### src/rtl/antirrebote_pkg.sv
// Shared types and defaults for the push-button debouncer.
package antirrebote_pkg;

    typedef enum logic [1:0] {
        ESTABLE_BAJO,
        VALIDANDO_ALTO,
        ESTABLE_ALTO,
        VALIDANDO_BAJO
    } estado_antirrebote_t;

    // 10 ms at 100 MHz
    localparam int unsigned CICLOS_ESTABLE_DEF = 1_000_000;

endpackage

### src/rtl/antirrebote_canal.sv
// One button channel: two-flop synchroniser, debounce FSM with run counter,
// registered level and one-cycle press pulse.
module antirrebote_canal
    import antirrebote_pkg::*;
#(
    parameter int unsigned CICLOS_ESTABLE = CICLOS_ESTABLE_DEF
) (
    input  logic clk_i,
    input  logic rst_n_i,
    input  logic boton_i,
    output logic nivel_o,
    output logic pulso_o
);

    localparam int unsigned CNT_W = $clog2(CICLOS_ESTABLE);
    localparam logic [CNT_W-1:0] CNT_MAX = CNT_W'(CICLOS_ESTABLE - 1);
    localparam logic [CNT_W-1:0] CNT_UNO = CNT_W'(1);

    if (CICLOS_ESTABLE < 2) begin : g_chk_param
        $error("antirrebote_canal: CICLOS_ESTABLE must be >= 2");
    end

    logic                sync1_q;
    logic                sync2_q;
    estado_antirrebote_t estado_q;
    logic [CNT_W-1:0]    cnt_q;
    logic                nivel_q;
    logic                pulso_q;

    always_ff @(posedge clk_i or negedge rst_n_i) begin
        if (!rst_n_i) begin
            sync1_q  <= 1'b0;
            sync2_q  <= 1'b0;
            estado_q <= ESTABLE_BAJO;
            cnt_q    <= '0;
            nivel_q  <= 1'b0;
            pulso_q  <= 1'b0;
        end else begin
            sync1_q <= boton_i;
            sync2_q <= sync1_q;
            pulso_q <= 1'b0;
            // Any opposite sample while validating aborts back to the stable state.
            case (estado_q)
                ESTABLE_BAJO: begin
                    if (sync2_q) begin
                        estado_q <= VALIDANDO_ALTO;
                        cnt_q    <= CNT_UNO;
                    end else begin
                        cnt_q <= '0;
                    end
                end
                VALIDANDO_ALTO: begin
                    if (!sync2_q) begin
                        estado_q <= ESTABLE_BAJO;
                        cnt_q    <= '0;
                    end else if (cnt_q == CNT_MAX) begin
                        estado_q <= ESTABLE_ALTO;
                        cnt_q    <= '0;
                        nivel_q  <= 1'b1;
                        pulso_q  <= 1'b1;
                    end else begin
                        cnt_q <= cnt_q + CNT_UNO;
                    end
                end
                ESTABLE_ALTO: begin
                    if (!sync2_q) begin
                        estado_q <= VALIDANDO_BAJO;
                        cnt_q    <= CNT_UNO;
                    end else begin
                        cnt_q <= '0;
                    end
                end
                VALIDANDO_BAJO: begin
                    if (sync2_q) begin
                        estado_q <= ESTABLE_ALTO;
                        cnt_q    <= '0;
                    end else if (cnt_q == CNT_MAX) begin
                        estado_q <= ESTABLE_BAJO;
                        cnt_q    <= '0;
                        nivel_q  <= 1'b0;
                    end else begin
                        cnt_q <= cnt_q + CNT_UNO;
                    end
                end
                default: begin
                    estado_q <= ESTABLE_BAJO;
                    cnt_q    <= '0;
                    nivel_q  <= 1'b0;
                end
            endcase
        end
    end

    assign nivel_o = nivel_q;
    assign pulso_o = pulso_q;

endmodule

### src/rtl/antirrebote_botones.sv
// Input conditioning for the dice game: N independent debounced button channels
// feeding the game core's lanzar_pi.
module antirrebote_botones
    import antirrebote_pkg::*;
#(
    parameter int unsigned N_BOTONES      = 2,
    parameter int unsigned CICLOS_ESTABLE = CICLOS_ESTABLE_DEF
) (
    input  logic                 clk_pi,
    input  logic                 rst_n_pi,
    input  logic [N_BOTONES-1:0] botones_pi,
    output logic [N_BOTONES-1:0] botones_po,
    output logic [N_BOTONES-1:0] pulsos_po
);

    for (genvar i = 0; i < N_BOTONES; i++) begin : g_canal
        antirrebote_canal #(
            .CICLOS_ESTABLE(CICLOS_ESTABLE)
        ) u_canal (
            .clk_i   (clk_pi),
            .rst_n_i (rst_n_pi),
            .boton_i (botones_pi[i]),
            .nivel_o (botones_po[i]),
            .pulso_o (pulsos_po[i])
        );
    end

endmodule

### config.mk
export PLATFORM = sky130hd
export DESIGN_NAME = antirrebote_botones
export DESIGN_NICKNAME = d
export VERILOG_FILES = /design/src/rtl/antirrebote_pkg.sv /design/src/rtl/antirrebote_canal.sv /design/src/rtl/antirrebote_botones.sv
export SDC_FILE = /design/constraint.sdc
export NUM_CORES = 1
export LEC_CHECK = 0
export CORE_ASPECT_RATIO = 1.75
export CORE_MARGIN = 10
export CORE_UTILIZATION = 60
export CTS_CLUSTER_DIAMETER = 100
export CTS_CLUSTER_SIZE = 8
export DETAILED_ROUTE_END_ITERATION = 16
export PLACE_DENSITY = 0.78
export SYNTH_ARGS = -nofsm -noshare
export SYNTH_HDL_FRONTEND = slang
export SYNTH_HIERARCHICAL = 1
export SYNTH_SLANG_ARGS = --single-unit
export TNS_END_PERCENT = 100
### constraint.sdc
create_clock -name clk_pi -period 2.1 [get_ports clk_pi]
set_input_delay 0.315 -clock clk_pi [delete_from_list [all_inputs] [get_ports clk_pi]]
set_output_delay 0.315 -clock clk_pi [all_outputs]
set_load 0.03 [all_outputs]
[Word level (Yosys, flattened, before mapping)]
Index checks and enable logic that the tools add are counted.
Word-level totals
  register bits after elaboration: 52
  word-level logic and storage cells: 88
Cells by class
  add/subtract/negate cells: 2
  equality and inequality tests: 24
  mux-type cells: 42
  reduce and logical (&&, ||, !) cells: 8
Operators with widths (number)
  one-hot mux 20 bit (4 select lines): 2
  two-way mux 20 bit: 6
  adder 20 x 1 -> 20 bit (second input constant): 2
  equality test 20 bit (second input constant): 2
  two-way mux 2 bit: 12
  two-way mux 1 bit: 18
  != test 2 x 1 -> 1 bit (second input constant): 8
  one-hot mux 2 bit (4 select lines): 2
  AND reduction 5 bit: 2
  equality test 2 bit (second input constant): 4
  != test 2 bit (second input constant): 4
  AND reduction 4 bit: 2
  != test 3 x 1 -> 1 bit (second input constant): 2
  != test 3 bit (second input constant): 2
  equality test 2 x 1 -> 1 bit (second input constant): 2
  logical NOT 2 bit: 2
  one-hot mux 1 bit (2 select lines): 2
  nonzero test 2 bit: 2

[Longest topological paths before layout]
Gate-level depths: netlist (run 1).
  depth after elaboration: 4
  depth in mapped cells: 6
  depth with buffers taken out: 5

[By module]
Netlist (run 1), hierarchy kept.
By module, submodules not included
  antirrebote_canal: instances 2, cells each 121, area each 1238.7 µm², seq. area each 650.6 µm²

[Worst setup path before layout (run 1)]
Ideal clock, no wire load.
  path type: register to register
  start: register g_canal[0].u_canal.cnt_q[0]
  end: register g_canal[0].u_canal.cnt_q[10]
  setup time: 0.132 ns
  data arrival time: 1.613 ns
  slack: 0.355 ns
  stages on the path, launching flop included: 7
  buffers on the path: 1
  clock period less this slack: 1.745 ns
  path through: dfrtp_1 > ha_1 > nand4_1 > nor4_2 > a211o_1 > clkbuf_1 > nor2_1
Between the ends
  longest elaborated chain between the ends: 4
  elaborated cells between the ends (all ways): 6
  those cells by class: 1 x add/sub; 1 x eq/ne; 4 x mux
Ends and longest elaborated chain
  from (decl): RTL line antirrebote_canal.sv:26  | logic [CNT_W-1:0] cnt_q;
  from (signal assigned): RTL line antirrebote_canal.sv:62  | cnt_q <= cnt_q + CNT_UNO;
  from (signal assigned): RTL line antirrebote_canal.sv:82  | cnt_q <= cnt_q + CNT_UNO;
  adder 20 x 1 -> 20 bit / equality test 20 bit (equally long branches)
  two-way mux 20 bit *: RTL line antirrebote_canal.sv:56, antirrebote_canal.sv:77
  two-way mux 20 bit, on equally long branches: RTL line antirrebote_canal.sv:74, antirrebote_canal.sv:53
  one-hot mux 20 bit (4 select lines) *: RTL line antirrebote_canal.sv:43  | case (estado_q)
Every way passes the cells marked *; elsewhere a longest branch is shown, timed or not.
A chain may end at the register's enable or synchronous reset.

[Final worst setup path (run 1)]
  start: register g_canal[0].u_canal.cnt_q[5]
  end: register g_canal[0].u_canal.cnt_q[17]
Same word-level chain as after synthesis.

==> results_dict.tcl, run 1 <==
set metrics [dict create \
    status "completed" \
    slew_viol_final 0 \
    fin_skew_ps 7.80 \
    relSlewSlack_pct 69.1 \
    first_iter_violations 70 \
    via_per_inst 5.95 \
    syn_nets 248 \
    finalSetupViolCount 0 \
    n_fill_cell 318 \
    postCtsSetupBuffers 0 \
    place_congestion 0.828 \
    grt.total_usage_pct 14.3 \
    drc 0 \
    htreeDepth 2 \
    firstDrtPassIters 4 \
    drive_gt1_share_pct 10.1 \
    grt_pass1_wl_um 8300 \
    rows 30 \
    end_kind "register" \
    clockBufferDepth 2 \
    irDropWorstVdd_mv 0.516 \
    fmax_ghz 0.532 \
    place_ws_ps 220 \
    async_flop_share_pct 100 \
    cts_sinks 52 \
    synthTopCellsByArea "dfrtp_1, xnor2_1, nor2_1, xor2_1, nand3_1" \
    min_period_ps 1880 \
    cts.clk_slew.worst_paths_ps 90 \
    wirelength_um 4510 \
    cts_tree "done" \
    die_area_um2 7200 \
    setup_tns_ps 0 \
    diodes 0 \
    die-height_um 105 \
    pin_count 8 \
    cts_resized 0 \
    die_w_um 68.6 \
    area_delta_synth_final_pct 10.5 \
    layout.nets 263 \
    setup_slack_ps 219 \
    synthFlopType "dfrtp_1" \
    cts_hold_buf 1 \
    regArea_um2 1300 \
    path_class "register to register" \
    syn-cell-area_um2 2480 \
    synth_cell_types 32 \
    cts_buffers 5 \
    multi_input_area_um2 1100 \
    ys_seq_elements 52 \
    avgSynthCellArea_um2 10.2 \
    yosysTopAreaCell "dfrtp_1" \
    synth_edf_count 0 \
    ant_nets 0 \
    yosysWarnings 6 \
    start_kind "register" \
    grt_pass1_vias 1951 \
    wl_per_cell_um 14.7 \
    core-area_um2 3940 \
    netlist_instances 242 \
    antenna_found_initial 0 \
    initial_core_util_pct 62.9 \
    worstMarginPinSlew_ps 463 \
    period_share_pct 89.6 \
    hold_class "register to register" \
    critPathMaxFanout 7 \
    arrival_ps 2110 \
    clock_latency_ps 300 \
    hpwl_um 3460 \
    crit_required_ps 2330 \
    ys_seq_area_share_pct 52.5 \
    io_buffers 7 \
    rsz0062_at_grt "no" \
    vias 1821 \
    grt.overflow.total 0 \
    grt_max_degree 22 \
    synth.top_cell.area_share_pct 52.5 \
    power.leakage_uw 0.00109 \
    hold_viol_final 0 \
    drv_cap 0 \
    power_density_nw_per_um2 639 \
    root_buffer "clkbuf_8" \
]
## routing by layer
metal | GRT usage [%] | share of wire (%) | up-vias
met2 | 25.5 | 58 | 19
met1 | 14.1 | 37 | 896
met3 | 3.21 | 1.9 | 10
met4 | 7.95 | 2.8 | 0
li1 | - | - | 896
met5 | 0 | 0 | -
## path summary, 6_finish.rpt
path | to | slack (ps) | cells after the start | start
hold / removal | g_canal[1].u_canal/sync2_q | 350 | 0 | g_canal[1].u_canal/sync1_q
hold reg to reg | g_canal[1].u_canal/sync2_q | 350 | 0 | g_canal[1].u_canal/sync1_q
min in group asynchronous | g_canal[0].u_canal/cnt_q[9] | 480 | 2 | rst_n_pi
setup reg to reg | g_canal[0].u_canal/cnt_q[17] | 220 | 4 | g_canal[0].u_canal/cnt_q[5]
setup / recovery | g_canal[0].u_canal/cnt_q[17] | 220 | 4 | g_canal[0].u_canal/cnt_q[5]
max in group asynchronous | g_canal[0].u_canal/pulso_o | 1010 | 3 | rst_n_pi
## synthesized netlist by cell type, drive strengths merged (4+ instances only)
cell	count
dfrtp	52
nor2	34
nand3	16
xnor2	16
inv	14
xor2	12
a21oi	10
nand2	10
nand4	10
and4	6
nor3	6
nor4	6
o21ai	6
o31ai	6
or3	6
or4	6
buf	4
## cells by family (layout without fill, tap and decap cells)
family,Yosys count,in the layout,synth area share (%)
xor+xnor,28,28,9.90
compound gates,32,32,8.18
fa+ha+maj,2,2,1.01
mux,2,2,0.808
simple gates,106,106,24.3
flops,52,52,52.5
buf+inv,20,36,3.23
## cells in the final DEF (no fill, tap or decap), types with 4 or more instances in the layout
cell type        synthesis  layout
a21oi_1                 10      10
and4_2                   4       4
buf_4                    0       6
clkbuf_8                 0       5
clkdlybuf4s50_1          0       6
dfrtp_1                 52      52
inv_1                   14      14
nand2_1                 10      10
nand3_1                 14      14
nand4_1                  8       8
nor2_1                  34      34
nor3_1                   6       6
nor4_1                   4       4
o21ai_0                  6       6
o31ai_1                  6       6
or3_1                    6       6
or4_1                    6       6
xnor2_1                 16      16
xor2_1                  12      12
## critical path, cell delays in order (launching register included)
cell,delay (ps)
dfrtp_1,470
nand4_2,180
or3_1,500
or4_1,500
a21oi_1,150
## power breakdown
part	switching (uW)	internal [uW]
sequential	10.3	1010
clock	308	354
combinational	43.3	22.5
## sequential cells by signal (all words and copies together) (netlist names), named ones only
| register | cells |
|---|---|
| g_canal.u_canal/sync2_q | 2 |
| g_canal.u_canal/cnt_q | 40 |
| g_canal.u_canal/estado_q | 2 |
| g_canal.u_canal/nivel_o | 2 |
| g_canal.u_canal/pulso_o | 2 |
| g_canal.u_canal/sync1_q | 2 |
## cell type report
cell class | instances | share of cell area (%)
Sequential cell | 52 | 47.5
Multi-Input combinational cell | 170 | 40.0
Timing Repair Buffer | 14 | 4.39
Tap cell | 48 | 2.19
Inverter | 14 | 1.92
Clock inverter | 2 | 1.28
Clock buffer | 6 | 2.65
## through the flow
step / cell area, um^2 / instances / power [uW] / utilization [%] / hold WS [ps]
floorplan: 2480 / 242 / 1070 / - / 19.4
global placement: 2620 / 297 / 1110 / 66.5 / 290
detailed placement: 2620 / 297 / 1110 / 66.5 / 294
CTS: 2740 / 306 / 1780 / 69.5 / 358
global route: 2740 / 306 / 1830 / 69.5 / 363
finish: 2740 / 306 / 1750 / 69.5 / 354
(Power assumes the default switching activity.)
==> inputs of run 2 (changes only) <==
Settings changed: CORE_UTILIZATION 60 to 53, PLACE_DENSITY 0.78 to 0.7.
==> run 2 against run 1 <==
  * Die area rose by 9.9%
  * Final area barely moved
  * Clock-buffer cell count fell by 1
  * Critical path depth rose by 2
  * Highest routed layer unchanged
==> results_dict.tcl, run 2 (same netlist as run 1, synthesis figures left out) <==
set metrics [dict create \
    status "completed" \
    largest_register_ffs 40 \
    fin_skew_ps 14.7 \
    cts_buffers 5 \
    ant_nets 0 \
    cts_hold_buf 1 \
    hpwl_um 3530 \
    wirelength_um 4580 \
    placed_cell_area_um2 2640 \
    io_buffers 7 \
    setup_slack_ps 193 \
    drv_cap 0 \
    fmax_ghz 0.524 \
    cts_resized 0 \
    setup_tns_ps 0 \
    power_density_nw_per_um2 603 \
    fin_cells 309 \
    worstMarginPinSlew_ps 461 \
    path_class "register to register" \
    timing.rr.start "g_canal[0].u_canal/cnt_q[0]" \
    vias 1810 \
    rsz0062_at_grt "no" \
    hold_viol_final 0 \
    holdCritStartpoint "g_canal[1].u_canal/sync1_q" \
    cts.clk_slew.worst_paths_ps 100 \
    clockBufferDepth 2 \
    r2r_setup_slack_ps 190 \
    met1_length_um 1720 \
    route.met3.wl_um 80 \
    fin_util_pct 61.1 \
    dr_wl_met2_um 2720 \
    clock_latency_ps 300 \
    min_to "g_canal[1].u_canal/sync2_q" \
    arrival_ps 2100 \
    core-area_um2 4480 \
    grt_pass1_vias 1788 \
    grt_pass1_wl_um 7910 \
    design_area_um2 2740 \
    highest_layer "met4" \
    pin_count 8 \
    first_iter_violations 113 \
    rows 32 \
    root_buffer "clkbuf_8" \
    via_per_inst 5.86 \
    irDropWorstVdd_mv 0.538 \
    n_fill_cell 381 \
    die-height_um 110 \
    placed_cells 300 \
    r2r-end "g_canal[0].u_canal/cnt_q[0]" \
    drive_gt1_share_pct 10.5 \
    die_w_um 71.7 \
    initial_core_util_pct 55.2 \
    firstDrtPassIters 4 \
    finalSetupViolCount 0 \
    slew_viol_final 0 \
    diodes 0 \
    die_area_um2 7920 \
    place_ws_ps 217 \
    wl_per_cell_um 14.8 \
    hold_class "register to register" \
    layout.nets 263 \
    antenna_found_initial 0 \
    end_kind "register" \
    period_share_pct 90.8 \
    drc 0 \
    crit_required_ps 2290 \
    mostFrequentLayoutCells "dfrtp_1, nor2_1, xnor2_1" \
    cts_tree "done" \
    regMostFlops "g_canal.u_canal/cnt_q" \
    grt.total_usage_pct 12.0 \
    grt_max_degree 37 \
    htreeDepth 2 \
    postCtsSetupBuffers 0 \
    rr_worst_depth 6 \
    relSlewSlack_pct 69.0 \
    final_common_cell "dfrtp_1" \
    cts_sinks 52 \
    min_period_ps 1910 \
    place_congestion 0.853 \
    area_delta_synth_final_pct 10.6 \
    grt.overflow.total 0 \
    critPathMaxFanout 10 \
    hold_path_depth 0 \
    start_kind "register" \
    power.leakage_uw 0.00108 \
]
-- run 2: cell count changes in the layout (fill, tap and decap cells not counted), sizes merged --
cell | before | now
bufinv | 1 | 0
clkbuf | 6 | 5
clkinvlp | 0 | 2
-- run 2: worst max-delay path, cell delays in order, from the launching register on --
cell and delay, ps:
dfrtp_1 410, ha_1 240, nand4_1 180, nor4_2 490, a211o_1 210, buf_4 170
o22ai_1 90
-- run 2: worst max-delay path by stage --
stage | depth (start not counted) | to | startpoint
final | 6 | g_canal[0].u_canal/cnt_q[0] | g_canal[0].u_canal/cnt_q[0]
after global routing | 5 | g_canal[0].u_canal/nivel_o | g_canal[0].u_canal/cnt_q[0]
after CTS | 6 | g_canal[0].u_canal/cnt_q[0] | g_canal[0].u_canal/cnt_q[0]
after detailed placement | 6 | g_canal[0].u_canal/cnt_q[0] | g_canal[0].u_canal/cnt_q[0]
after global placement | 6 | g_canal[0].u_canal/cnt_q[0] | g_canal[0].u_canal/cnt_q[0]
after floorplan | 6 | g_canal[0].u_canal/cnt_q[10] | g_canal[0].u_canal/cnt_q[0]
-- run 2: per-stage QoR --
| step | hold slack [ps] | power (uW) |
|---|---|---|
| floorplan | 19.4 | 1070 |
| global placement | 274 | 1110 |
| detailed placement | 270 | 1110 |
| CTS | 362 | 1680 |
| global route | 367 | 1720 |
| finish | 357 | 1650 |
-- run 2: layer usage --
metal	vias up	track usage, %
li1	894	-
met1	896	11.8
met2	16	22.7
met3	4	2.24
met4	0	5.05
met5	-	0
-- run 2: area by class of cell --
| type | instances | area [um^2] | share of cell area, % |
|---|---|---|---|
| repair buffers | 14 | 133 | 4.84 |
| well taps | 51 | 63.8 | 2.33 |
| inverters | 14 | 52.6 | 1.92 |
| flip-flops and latches | 52 | 1300 | 47.5 |
| clock inverters | 3 | 23.8 | 0.868 |
| multi-input cells | 170 | 1100 | 40.0 |
| clock buffers | 5 | 68.8 | 2.51 |
-- run 2: where the power goes --
| part | internal, uW | switching (uW) | total, uW |
|---|---|---|---|
| Sequential | 1010 | 10.3 | 1020 |
| Clock | 236 | 325 | 562 |
| Combinational | 23.9 | 43.7 | 67.6 |
==> inputs of run 3 (changes only) <==
Settings changed: CORE_MARGIN 10 to unset, SKIP_LAST_GASP set to 1, SYNTH_HIERARCHICAL 1 to unset.
==> run 3 against run 2 <==
  * Clock-buffer cell count grew 2
  * Sequential share of layout area shrank 0.66 points
  * Worst setup slack lost 77 ps
  * Die area is 36% lower
  * Sequential power is essentially flat
  * Clock power up 33%
  * Register-to-register slack lost 80 ps
  * Utilization increased by 0.86 points
  * Combinational power shrank 9.5%
  * Cell count is 2.9% higher
  * Largest cell class unchanged
==> results_dict.tcl, run 3 <==
set metrics [dict create \
    fmax_ghz 0.504 \
    yosysTopAreaCell "dfrtp_1" \
    clockBufferDepth 2 \
    grt_max_degree 53 \
    power_density_nw_per_um2 657 \
    design_area_um2 2780 \
    largest_register_ffs 40 \
    htreeDepth 2 \
    placed_cell_area_um2 2650 \
    antenna_found_initial 0 \
    rows 32 \
    rsz0062_at_grt "no" \
    ant_nets 0 \
    end_kind "register" \
    hpwl_um 3310 \
    drv_cap 0 \
    min_period_ps 1980 \
    timing.rr.start "g_canal[0].u_canal.cnt_q[1]" \
    drc 0 \
    start_kind "register" \
    synth_cell_types 40 \
    mostFrequentLayoutCells "dfrtp_1, nor2_1, nand4_1, nand2_1, xnor2_1" \
    hold_class "input pin to async pin" \
    synth_edf_count 0 \
    setup_tns_ps 0 \
    synthFlopType "dfrtp_1" \
    synthTopCellsByArea "dfrtp_1, xnor2_1, nor2_1, xor2_1, nand4_1" \
    cts.clk_slew.worst_paths_ps 90 \
    cts_tree "done" \
    worstMarginPinSlew_ps 641 \
    regMostFlops "g_canal.u_canal.cnt_q" \
    async_flop_share_pct 100 \
    grt.overflow.total 0 \
    crit_required_ps 2340 \
    r2r_setup_slack_ps 120 \
    status "completed" \
    io_buffers 7 \
    netlist_instances 253 \
    pin_count 8 \
    grt.total_usage_pct 21.7 \
    critPathMaxFanout 6 \
    place_ws_ps 124 \
    setup_slack_ps 116 \
    firstDrtPassIters 4 \
    vias 1873 \
    cts_sinks 52 \
    arrival_ps 2220 \
    core-area_um2 4480 \
    period_share_pct 94.5 \
    finalSetupViolCount 0 \
    cts_buffers 5 \
    first_iter_violations 31 \
    fin_util_pct 61.9 \
    wirelength_um 4680 \
    postCtsSetupBuffers 0 \
    ys_seq_area_share_pct 51.8 \
    hold_viol_final 0 \
    initial_core_util_pct 56.1 \
    cts_hold_buf 0 \
    r2r-end "g_canal[0].u_canal.cnt_q[16]" \
    wl_per_cell_um 14.7 \
    irDropWorstVdd_mv 0.476 \
    place_congestion 0.825 \
    grt_pass1_wl_um 7890 \
    yosysWarnings 0 \
    cts_resized 0 \
    diodes 0 \
    layout.nets 272 \
    syn_nets 259 \
    rr_worst_depth 5 \
    final_common_cell "dfrtp_1" \
    relSlewSlack_pct 57.3 \
    die_area_um2 5030 \
    via_per_inst 5.89 \
    area_delta_synth_final_pct 10.5 \
    synthMostInstantiatedCell "dfrtp_1" \
    ys_seq_elements 52 \
    n_fill_cell 402 \
    synth_commonest_cells "dfrtp_1, nor2_1, nand2_1, nand4_1, xnor2_1" \
    grt_pass1_vias 1910 \
    synth.top_cell.area_share_pct 51.8 \
    slew_viol_final 0 \
    syn-cell-area_um2 2510 \
    power.leakage_uw 0.00112 \
    avgSynthCellArea_um2 9.94 \
    die_w_um 54.1 \
    clock_latency_ps 310 \
    path_class "register to register" \
    drive_gt1_share_pct 8.24 \
    die-height_um 93.1 \
    fin_skew_ps 6.88 \
    root_buffer "clkbuf_8" \
]
run 3: cell types whose count changed in the layout (fill, tap and decap cells not counted), moves of 4 or more:
cell and delta:
and4_1 +5, buf_4 +4, inv_1 -4, nand2_1 +4
nand4_1 +6, o21ai_0 +5, o31ai_1 -5
run 3: routing by layer:
| metal | vias up | track usage [%] | part of all wire (%) | wire (um) |
|---|---|---|---|---|
| met3 | 8 | 3.58 | 1.9 | 90 |
| met5 | - | 0 | 0 | 0 |
| li1 | 926 | - | - | - |
| met2 | 27 | 41.3 | 57 | 2660 |
| met1 | 912 | 19.8 | 38 | 1800 |
| met4 | 0 | 12.6 | 2.8 | 129 |
run 3: critical path: stages, from the launching register on:
cell and delay [ps]:
dfrtp_1 390, ha_1 220, nand4_1 160, or4_1 630, or3_1 380, a21oi_1 140
run 3: cells by family (layout without fill, tap and decap cells):
logic type	after synthesis	in the layout	share of synthesized area [%]
xor+xnor	27	27	9.41
simple gates	120	120	26.3
compound gates	31	31	7.27
fa+ha+maj	2	2	0.995
flops	52	52	51.8
mux	1	1	0.448
buf+inv	20	34	3.83
run 3: per-stage QoR:
| stage | total power (uW) | hold WS [ps] | cells |
|---|---|---|---|
| final | 1830 | 108 | 318 |
| after global routing | 1890 | 171 | 318 |
| after CTS | 1850 | 126 | 318 |
| after detailed placement | 1100 | 338 | 310 |
| after global placement | 1100 | 333 | 310 |
| after floorplan | 1070 | 19.4 | 253 |
run 3: worst max-delay path by stage:
stage,from,endpoint,slack (ps),depth (start not counted)
finish,g_canal[0].u_canal.cnt_q[1],g_canal[0].u_canal.cnt_q[16],120,5
global route,g_canal[0].u_canal.cnt_q[1],g_canal[0].u_canal.cnt_q[16],30,5
CTS,g_canal[0].u_canal.cnt_q[1],g_canal[0].u_canal.cnt_q[18],110,5
detailed placement,g_canal[0].u_canal.cnt_q[1],g_canal[0].u_canal.cnt_q[18],120,5
global placement,g_canal[0].u_canal.cnt_q[1],g_canal[0].u_canal.cnt_q[16],180,5
floorplan,g_canal[0].u_canal.cnt_q[0],g_canal[0].u_canal.cnt_q[18],220,5
run 3: final cells by class:
type | instances | area, um^2 | share of cell area [%]
inverters | 10 | 37.5 | 1.35
clock inverters | 1 | 30.0 | 1.08
multi-input cells | 181 | 1120 | 40.2
flip-flops and latches | 52 | 1300 | 46.8
clock buffers | 7 | 96.3 | 3.47
well taps | 51 | 63.8 | 2.30
repair buffers | 16 | 133 | 4.77
run 3: report_power, final:
part	switching [uW]	internal [uW]	total, uW
Combinational	42.1	19.1	61.2
Sequential	8.89	1010	1020
Clock	324	421	745
